$ cat config.mk
export PLATFORM = sky130hd
export DESIGN_NAME = seg7_scan_n_flat
export DESIGN_NICKNAME = d
export VERILOG_FILES = /design/src/rtl/seg7_scan_n_if.sv /design/src/rtl/seg7_scan_n.sv /design/src/flat_wrapper.sv
export SDC_FILE = /design/constraint.sdc
export NUM_CORES = 1
export LEC_CHECK = 0
export ABC_AREA = 1
export CORE_ASPECT_RATIO = 0.6
export CORE_UTILIZATION = 50
export CTS_CLUSTER_DIAMETER = 150
export DETAILED_ROUTE_END_ITERATION = 8
export GPL_TIMING_DRIVEN = 0
export PLACE_DENSITY = 0.8
export RECOVER_POWER = 50
export SYNTH_ARGS = -nofsm -noshare
export SYNTH_HDL_FRONTEND = slang
export SYNTH_SLANG_ARGS = --single-unit
$ cat constraint.sdc
create_clock -name I_clk -period 5 [get_ports I_clk]
set_input_delay 1 -clock I_clk [delete_from_list [all_inputs] [get_ports I_clk]]
set_output_delay 1 -clock I_clk [all_outputs]
set_load 0.05 [all_outputs]
$ cat src/rtl/seg7_scan_n_if.sv
// Display-side bundle of the seven-segment scanner: value/format requests in,
// multiplexed segment and digit-select pins out.
interface seg7_scan_n_if #(
  parameter int DIGITS = 8
);
  logic [4*DIGITS-1:0] I_show_num;
  logic [DIGITS-1:0]   I_dp;
  logic                I_blank_lz;
  logic [3:0]          I_bright;
  logic [6:0]          O_seg;
  logic                O_dp;
  logic [DIGITS-1:0]   O_an;
  logic                O_frame_done;

  modport master (
    output I_show_num, I_dp, I_blank_lz, I_bright,
    input  O_seg, O_dp, O_an, O_frame_done
  );

  modport slave (
    input  I_show_num, I_dp, I_blank_lz, I_bright,
    output O_seg, O_dp, O_an, O_frame_done
  );
endinterface

$ cat src/rtl/seg7_scan_n.sv
// N-digit time-multiplexed seven-segment driver with per-frame shadow snapshot,
// leading-zero blanking, decimal points and 16-level brightness PWM.
module seg7_scan_n #(
  parameter int DIGITS   = 8,
  parameter int SCAN_DIV = 10000
) (
  input  logic          I_clk,
  input  logic          I_rst,
  seg7_scan_n_if.slave  bus
);
  localparam int CW = $clog2(SCAN_DIV);
  localparam int IW = $clog2(DIGITS);
  localparam logic [CW+4:0] SD_W = (CW+5)'(SCAN_DIV);

  logic [CW-1:0]       cnt_reg;
  logic [IW-1:0]       idx_reg;
  logic                first_reg;
  logic [4*DIGITS-1:0] snap_num_reg;
  logic [DIGITS-1:0]   snap_dp_reg;
  logic                snap_lz_reg;
  logic [3:0]          snap_br_reg;
  logic [6:0]          seg_reg;
  logic                dp_reg;
  logic [DIGITS-1:0]   an_reg;
  logic                frame_done_reg;

  logic [6:0]          seg_next;
  logic                dp_next;
  logic [DIGITS-1:0]   an_next;
  logic                slot_end;
  logic                frame_end;
  logic [DIGITS-1:0]   blank_vec;
  logic [3:0]          nibble;
  logic [CW+4:0]       bright_prod;
  logic                bright_on;
  logic                lit;

  function automatic logic [6:0] glyph(input logic [3:0] h);
    case (h)
      4'h0: glyph = 7'b1111110;
      4'h1: glyph = 7'b0110000;
      4'h2: glyph = 7'b1101101;
      4'h3: glyph = 7'b1111001;
      4'h4: glyph = 7'b0110011;
      4'h5: glyph = 7'b1011011;
      4'h6: glyph = 7'b1011111;
      4'h7: glyph = 7'b1110000;
      4'h8: glyph = 7'b1111111;
      4'h9: glyph = 7'b1111011;
      4'hA: glyph = 7'b1110111;
      4'hB: glyph = 7'b0011111;
      4'hC: glyph = 7'b1001110;
      4'hD: glyph = 7'b0111101;
      4'hE: glyph = 7'b1001111;
      default: glyph = 7'b1000111;
    endcase
  endfunction

  // Digit k blanks when it and every more-significant nibble are zero.
  assign blank_vec[0] = 1'b0;
  generate
    for (genvar gi = 1; gi < DIGITS; gi++) begin : g_lz
      assign blank_vec[gi] = snap_lz_reg && (snap_num_reg[4*DIGITS-1:4*gi] == '0);
    end
  endgenerate

  assign slot_end    = (cnt_reg == CW'(SCAN_DIV - 1));
  assign frame_end   = slot_end && (idx_reg == IW'(DIGITS - 1));
  assign nibble      = snap_num_reg[4*idx_reg +: 4];
  assign bright_prod = (CW+5)'({1'b0, snap_br_reg} + 5'd1) * SD_W;
  // cnt < floor(prod/16) is equivalent to 16*(cnt+1) <= prod, avoiding the divide.
  assign bright_on   = ({({1'b0, cnt_reg} + (CW+1)'(1)), 4'b0000} <= bright_prod);
  assign lit         = bright_on && !blank_vec[idx_reg];

  always_comb begin
    seg_next = 7'b0;
    dp_next  = 1'b0;
    an_next  = '0;
    if (lit) begin
      seg_next = glyph(nibble);
      dp_next  = snap_dp_reg[idx_reg];
      an_next  = DIGITS'(1) << idx_reg;
    end
  end

  always_ff @(posedge I_clk) begin
    if (I_rst) begin
      cnt_reg        <= '0;
      idx_reg        <= '0;
      first_reg      <= 1'b1;
      snap_num_reg   <= '0;
      snap_dp_reg    <= '0;
      snap_lz_reg    <= 1'b0;
      snap_br_reg    <= 4'd0;
      seg_reg        <= 7'b0;
      dp_reg         <= 1'b0;
      an_reg         <= '0;
      frame_done_reg <= 1'b0;
    end else begin
      frame_done_reg <= 1'b0;
      if (first_reg || frame_end) begin
        snap_num_reg   <= bus.I_show_num;
        snap_dp_reg    <= bus.I_dp;
        snap_lz_reg    <= bus.I_blank_lz;
        snap_br_reg    <= bus.I_bright;
        frame_done_reg <= 1'b1;
      end
      // The post-reset load cycle holds the scan at digit 0 with outputs dark.
      if (first_reg) begin
        first_reg <= 1'b0;
        seg_reg   <= 7'b0;
        dp_reg    <= 1'b0;
        an_reg    <= '0;
      end else begin
        seg_reg <= seg_next;
        dp_reg  <= dp_next;
        an_reg  <= an_next;
        if (slot_end) begin
          cnt_reg <= '0;
          idx_reg <= frame_end ? '0 : idx_reg + IW'(1);
        end else begin
          cnt_reg <= cnt_reg + CW'(1);
        end
      end
    end
  end

  assign bus.O_seg        = seg_reg;
  assign bus.O_dp         = dp_reg;
  assign bus.O_an         = an_reg;
  assign bus.O_frame_done = frame_done_reg;
endmodule

$ cat src/flat_wrapper.sv
// flat-port wrapper written by rule: the top's interface ports become plain ports
module seg7_scan_n_flat 
#(
  parameter int DIGITS   = 8,
  parameter int SCAN_DIV = 10000
)
  (I_clk, I_rst, bus_I_show_num, bus_I_dp, bus_I_blank_lz, bus_I_bright, bus_O_seg, bus_O_dp, bus_O_an, bus_O_frame_done);
  seg7_scan_n_if #(.DIGITS(DIGITS)) bus_i ();
  input  logic I_clk;
  input  logic I_rst;
  input wire logic [$bits(bus_i.I_show_num)-1:0] bus_I_show_num;
  input wire logic [$bits(bus_i.I_dp)-1:0] bus_I_dp;
  input wire logic [$bits(bus_i.I_blank_lz)-1:0] bus_I_blank_lz;
  input wire logic [$bits(bus_i.I_bright)-1:0] bus_I_bright;
  output wire logic [$bits(bus_i.O_seg)-1:0] bus_O_seg;
  output wire logic [$bits(bus_i.O_dp)-1:0] bus_O_dp;
  output wire logic [$bits(bus_i.O_an)-1:0] bus_O_an;
  output wire logic [$bits(bus_i.O_frame_done)-1:0] bus_O_frame_done;
  assign bus_i.I_show_num = bus_I_show_num;
  assign bus_i.I_dp = bus_I_dp;
  assign bus_i.I_blank_lz = bus_I_blank_lz;
  assign bus_i.I_bright = bus_I_bright;
  assign bus_O_seg = bus_i.O_seg;
  assign bus_O_dp = bus_i.O_dp;
  assign bus_O_an = bus_i.O_an;
  assign bus_O_frame_done = bus_i.O_frame_done;
  seg7_scan_n #(.DIGITS(DIGITS), .SCAN_DIV(SCAN_DIV)) u_core (.I_clk(I_clk), .I_rst(I_rst), .bus(bus_i));
endmodule
==> flow_metrics.py <==
metrics = {
    "global_route": {
        "grt_pass1_wl_mm": 21.8,
        "grt_max_degree": 14,
        "grt.total_usage": 0.276,
        "antenna_found_initial": 0,
        "first_global_vias": 4501,
        "overflow": 0,
    },
    "setup_path": {
        "critPathMaxStageDelay_ns": 0.60,
        "r2r_start": "u_core.snap_br_reg[0]$_SDFFE_PP0P_",
        "end_kind": "register",
        "worstReg2RegEnd": "u_core.bus.O_an[4]$_SDFF_PP0_",
        "crit_top_cell": "nand2_1",
        "rr_worst_depth": 25,
        "reg2reg_setup_slack_ns": 0.38,
        "cp.buffers_inverters": 4,
        "crit_family": "adder cells",
        "arrival_ns": 4.88,
        "crit_path_start_kind": "register",
        "crit_required_ns": 5.27,
        "path_class": "register to register",
        "critPathMaxFanout": 7,
        "crit_slowest_cell": "fa_1",
    },
    "die": {
        "initial_core_util": 0.527,
        "fp-row-count": 27,
        "die_h_um": 79.1,
        "die_w_um": 130,
        "dieArea_sq_mm": 0.0103,
        "ios": 64,
        "core_sq_mm": 0.00939,
    },
    "yosys": {
        "synth_xor_area_frac": 0.0265,
        "syn-cell-area_sq_mm": 0.00495,
        "synth-compound-area-share": 0.118,
        "syn_nets": 808,
        "synth_fa_ha_area_frac": 0.148,
        "synth.area.mux_share": 0,
        "synth.largest_area_cell": "dfxtp_1",
        "ys.flop_type": "dfxtp_1",
        "yosysWarnings": 0,
        "syn_inst": 705,
        "synthArstFlopShare": 0,
        "yosysMostFrequentCell": "nor2_1",
        "synth_simple_gate_area_share": 0.299,
        "synth_top_family_by_area": "simple AND/OR/NAND/NOR gates",
        "yosysUniqueCellTypes": 42,
        "synth-seq-cells": 80,
        "synth.avg_cell_area_sq_um": 7.02,
        "seq_area_frac_synth": 0.324,
        "synth_common_cells": "154 x nor2_1, 133 x nand2_1, 80 x dfxtp_1",
        "yosys-top-cells-area": "dfxtp_1 32%, ha_1 13%, nor2_1 12%",
        "synth_top_area_frac": 0.324,
        "synth_edf_count": 0,
    },
    "status": {
        "status": "complete, no violations",
    },
    "timing": {
        "hold_viol_final": 0,
        "fin_ws_ns": 0.382,
        "fin_hold_ws_ns": 0.492,
        "slew_violations": 0,
        "setup_viol_count_final": 0,
        "fmax_mhz": 217,
        "min_period_over_period": 0.924,
        "period_needed_ns": 4.62,
        "max-slew-margin-rel": 0.435,
        "rsz0062_at_grt": "no",
        "clock_skew_ns": 0.00527,
        "worst_pin_slew_ns": 0.844,
    },
    "cells_and_area": {
        "largest_reg_flops": 32,
        "register_area_sq_mm": 0.00160,
        "layout.nets": 883,
        "fin_cells": 915,
        "antenna-diode-count": 0,
        "drive_gt1_frac": 0.0739,
        "area_delta_synth_final_pct": 23.2,
        "multiInputGateArea_sq_mm": 0.00295,
        "fillerInstances": 840,
    },
    "power": {
        "ir_worst_vdd_mv": 0.186,
        "leakage_uw": 0.00289,
        "pwr_density_cell_mw_per_mm2": 289,
        "p_total_uw": 1760,
    },
    "cts": {
        "clkLatencyLatePin_ns": 0.34,
        "htreeDepth": 3,
        "cts_made_buffers": 9,
        "hold_buffers": 0,
        "cts_sinks": 80,
        "cts_tree": "built",
        "clock-root-buffer": "clkbuf_16",
        "clockBufferDepth": 2,
        "path_clk_slew_ns": 0.06,
    },
    "worst_hold_path": {
        "worstHoldStart": "u_core.cnt_reg[3]$_SDFFE_PP0N_",
        "hold_depth": 2,
        "min_to": "u_core.cnt_reg[3]$_SDFFE_PP0N_",
        "hold_class": "register to register",
    },
    "place": {
        "preCtsSetupSlack_ns": -0.121,
        "dp_cells": 898,
        "hpwl_mm": 10.2,
        "numPortBuffers": 63,
        "place_congestion": 0.900,
    },
    "flow_run": {
        "max_cap_viol_count": 0,
    },
    "routing": {
        "wl_mm": 13.3,
        "viasPerCell": 5.30,
        "vias": 4851,
        "drc": 0,
        "dr.pass1.iters": 5,
        "drt_iter0_drc": 414,
        "wire_per_inst_um": 14.5,
        "ant_nets": 0,
    },
}
-- placed cells by master, fill, tap and decap left out, types with 9 or more instances in the layout --
cell             netlist  final
dlygate4sd3_1          0     18
nand3_1               32     32
inv_1                 64     64
nand2_1              133    133
clkdlybuf4s50_1        0     45
clkbuf_1               8      9
o21ai_1               15     11
ha_1                  52     51
clkbuf_16              0      9
nand4_1                9      9
nor2_1               154    155
o21ai_0               45     48
xor2_1                11      9
a21oi_1               36     35
dfxtp_1               80     79
-- cell families after synthesis --
kind of cell | Yosys count
flops | 80
fa+ha+maj | 56
xor+xnor | 15
compound gates | 110
buf+inv | 93
simple gates | 351
-- layer usage --
layer,global-route usage,share of wire,routed length (um),up-vias
met1,0.413,0.50,6600,2156
met3,0.0600,0.098,1310,25
li1,-,-,-,2411
met2,0.391,0.39,5150,259
met5,0,0,0,-
met4,0.0816,0.016,211,0
-- worst register-to-register path: cells and delay by family, from the launching register on --
| family | cells | cell delay, ns |
|---|---|---|
| buffers and inverters | 4 | 0.32 |
| AND/OR/NAND/NOR | 13 | 1.46 |
| flip-flops | 1 | 0.42 |
| XOR/XNOR | 1 | 0.24 |
| AO/OA/AOI/OAI | 2 | 0.21 |
| adder cells (fa/ha/maj) | 5 | 1.91 |
-- metrics by stage --
stage	utilization	setup TNS (ns)	area [sq um]
finish	0.649	0	6100
global route	0.649	0	6100
CTS	0.647	0	6070
detailed placement	0.612	-0.711	5740
global placement	0.612	0	5740
floorplan	-	0	4950
-- report_power, final --
part | switching, uW | leakage, uW | total (uW) | internal, uW
registers | 25.1 | 0.000659 | 695 | 670
logic | 206 | 0.00207 | 351 | 146
clock network | 265 | 0.000152 | 715 | 450
total | 496 | 0.00289 | 1760 | 1270
-- cell type report --
| class | instances | area share |
|---|---|---|
| clock inverters | 5 | 0.0131 |
| well taps | 130 | 0.0267 |
| clock buffers | 11 | 0.0398 |
| repair buffers | 64 | 0.105 |
| plain buffers | 24 | 0.0267 |
| inverters | 69 | 0.0429 |
| multi-input cells | 532 | 0.483 |
| flip-flops and latches | 80 | 0.263 |
-- how the worst max path moves through the flow --
| stage | startpoint | to | slack [ns] | cells past startpoint |
|---|---|---|---|---|
| 2_1_floorplan | u_core.snap_br_reg[0]$_SDFFE_PP0P_ | u_core.bus.O_seg[2]$_SDFF_PP0_ | 0.69 | 27 |
| 3_3_place_gp | u_core.snap_br_reg[0]$_SDFFE_PP0P_ | u_core.bus.O_dp$_SDFF_PP0_ | 0.05 | 26 |
| 3_5_place_dp | u_core.snap_br_reg[0]$_SDFFE_PP0P_ | u_core.bus.O_dp$_SDFF_PP0_ | -0.12 | 26 |
| 4_1_cts | u_core.snap_br_reg[0]$_SDFFE_PP0P_ | u_core.bus.O_dp$_SDFF_PP0_ | 0.08 | 26 |
| 5_1_grt | u_core.snap_br_reg[0]$_SDFFE_PP0P_ | u_core.bus.O_an[4]$_SDFF_PP0_ | 0.03 | 25 |
| 6_report | u_core.snap_br_reg[0]$_SDFFE_PP0P_ | u_core.bus.O_an[4]$_SDFF_PP0_ | 0.38 | 25 |
-- repair_timing --
item	CTS	global route
pin swaps	0	1
endpoints found under the setup margin	16	16
setup buffers	0	1
gates resized for setup	2	7
Note: power is estimated with default switching activity, not from simulation.
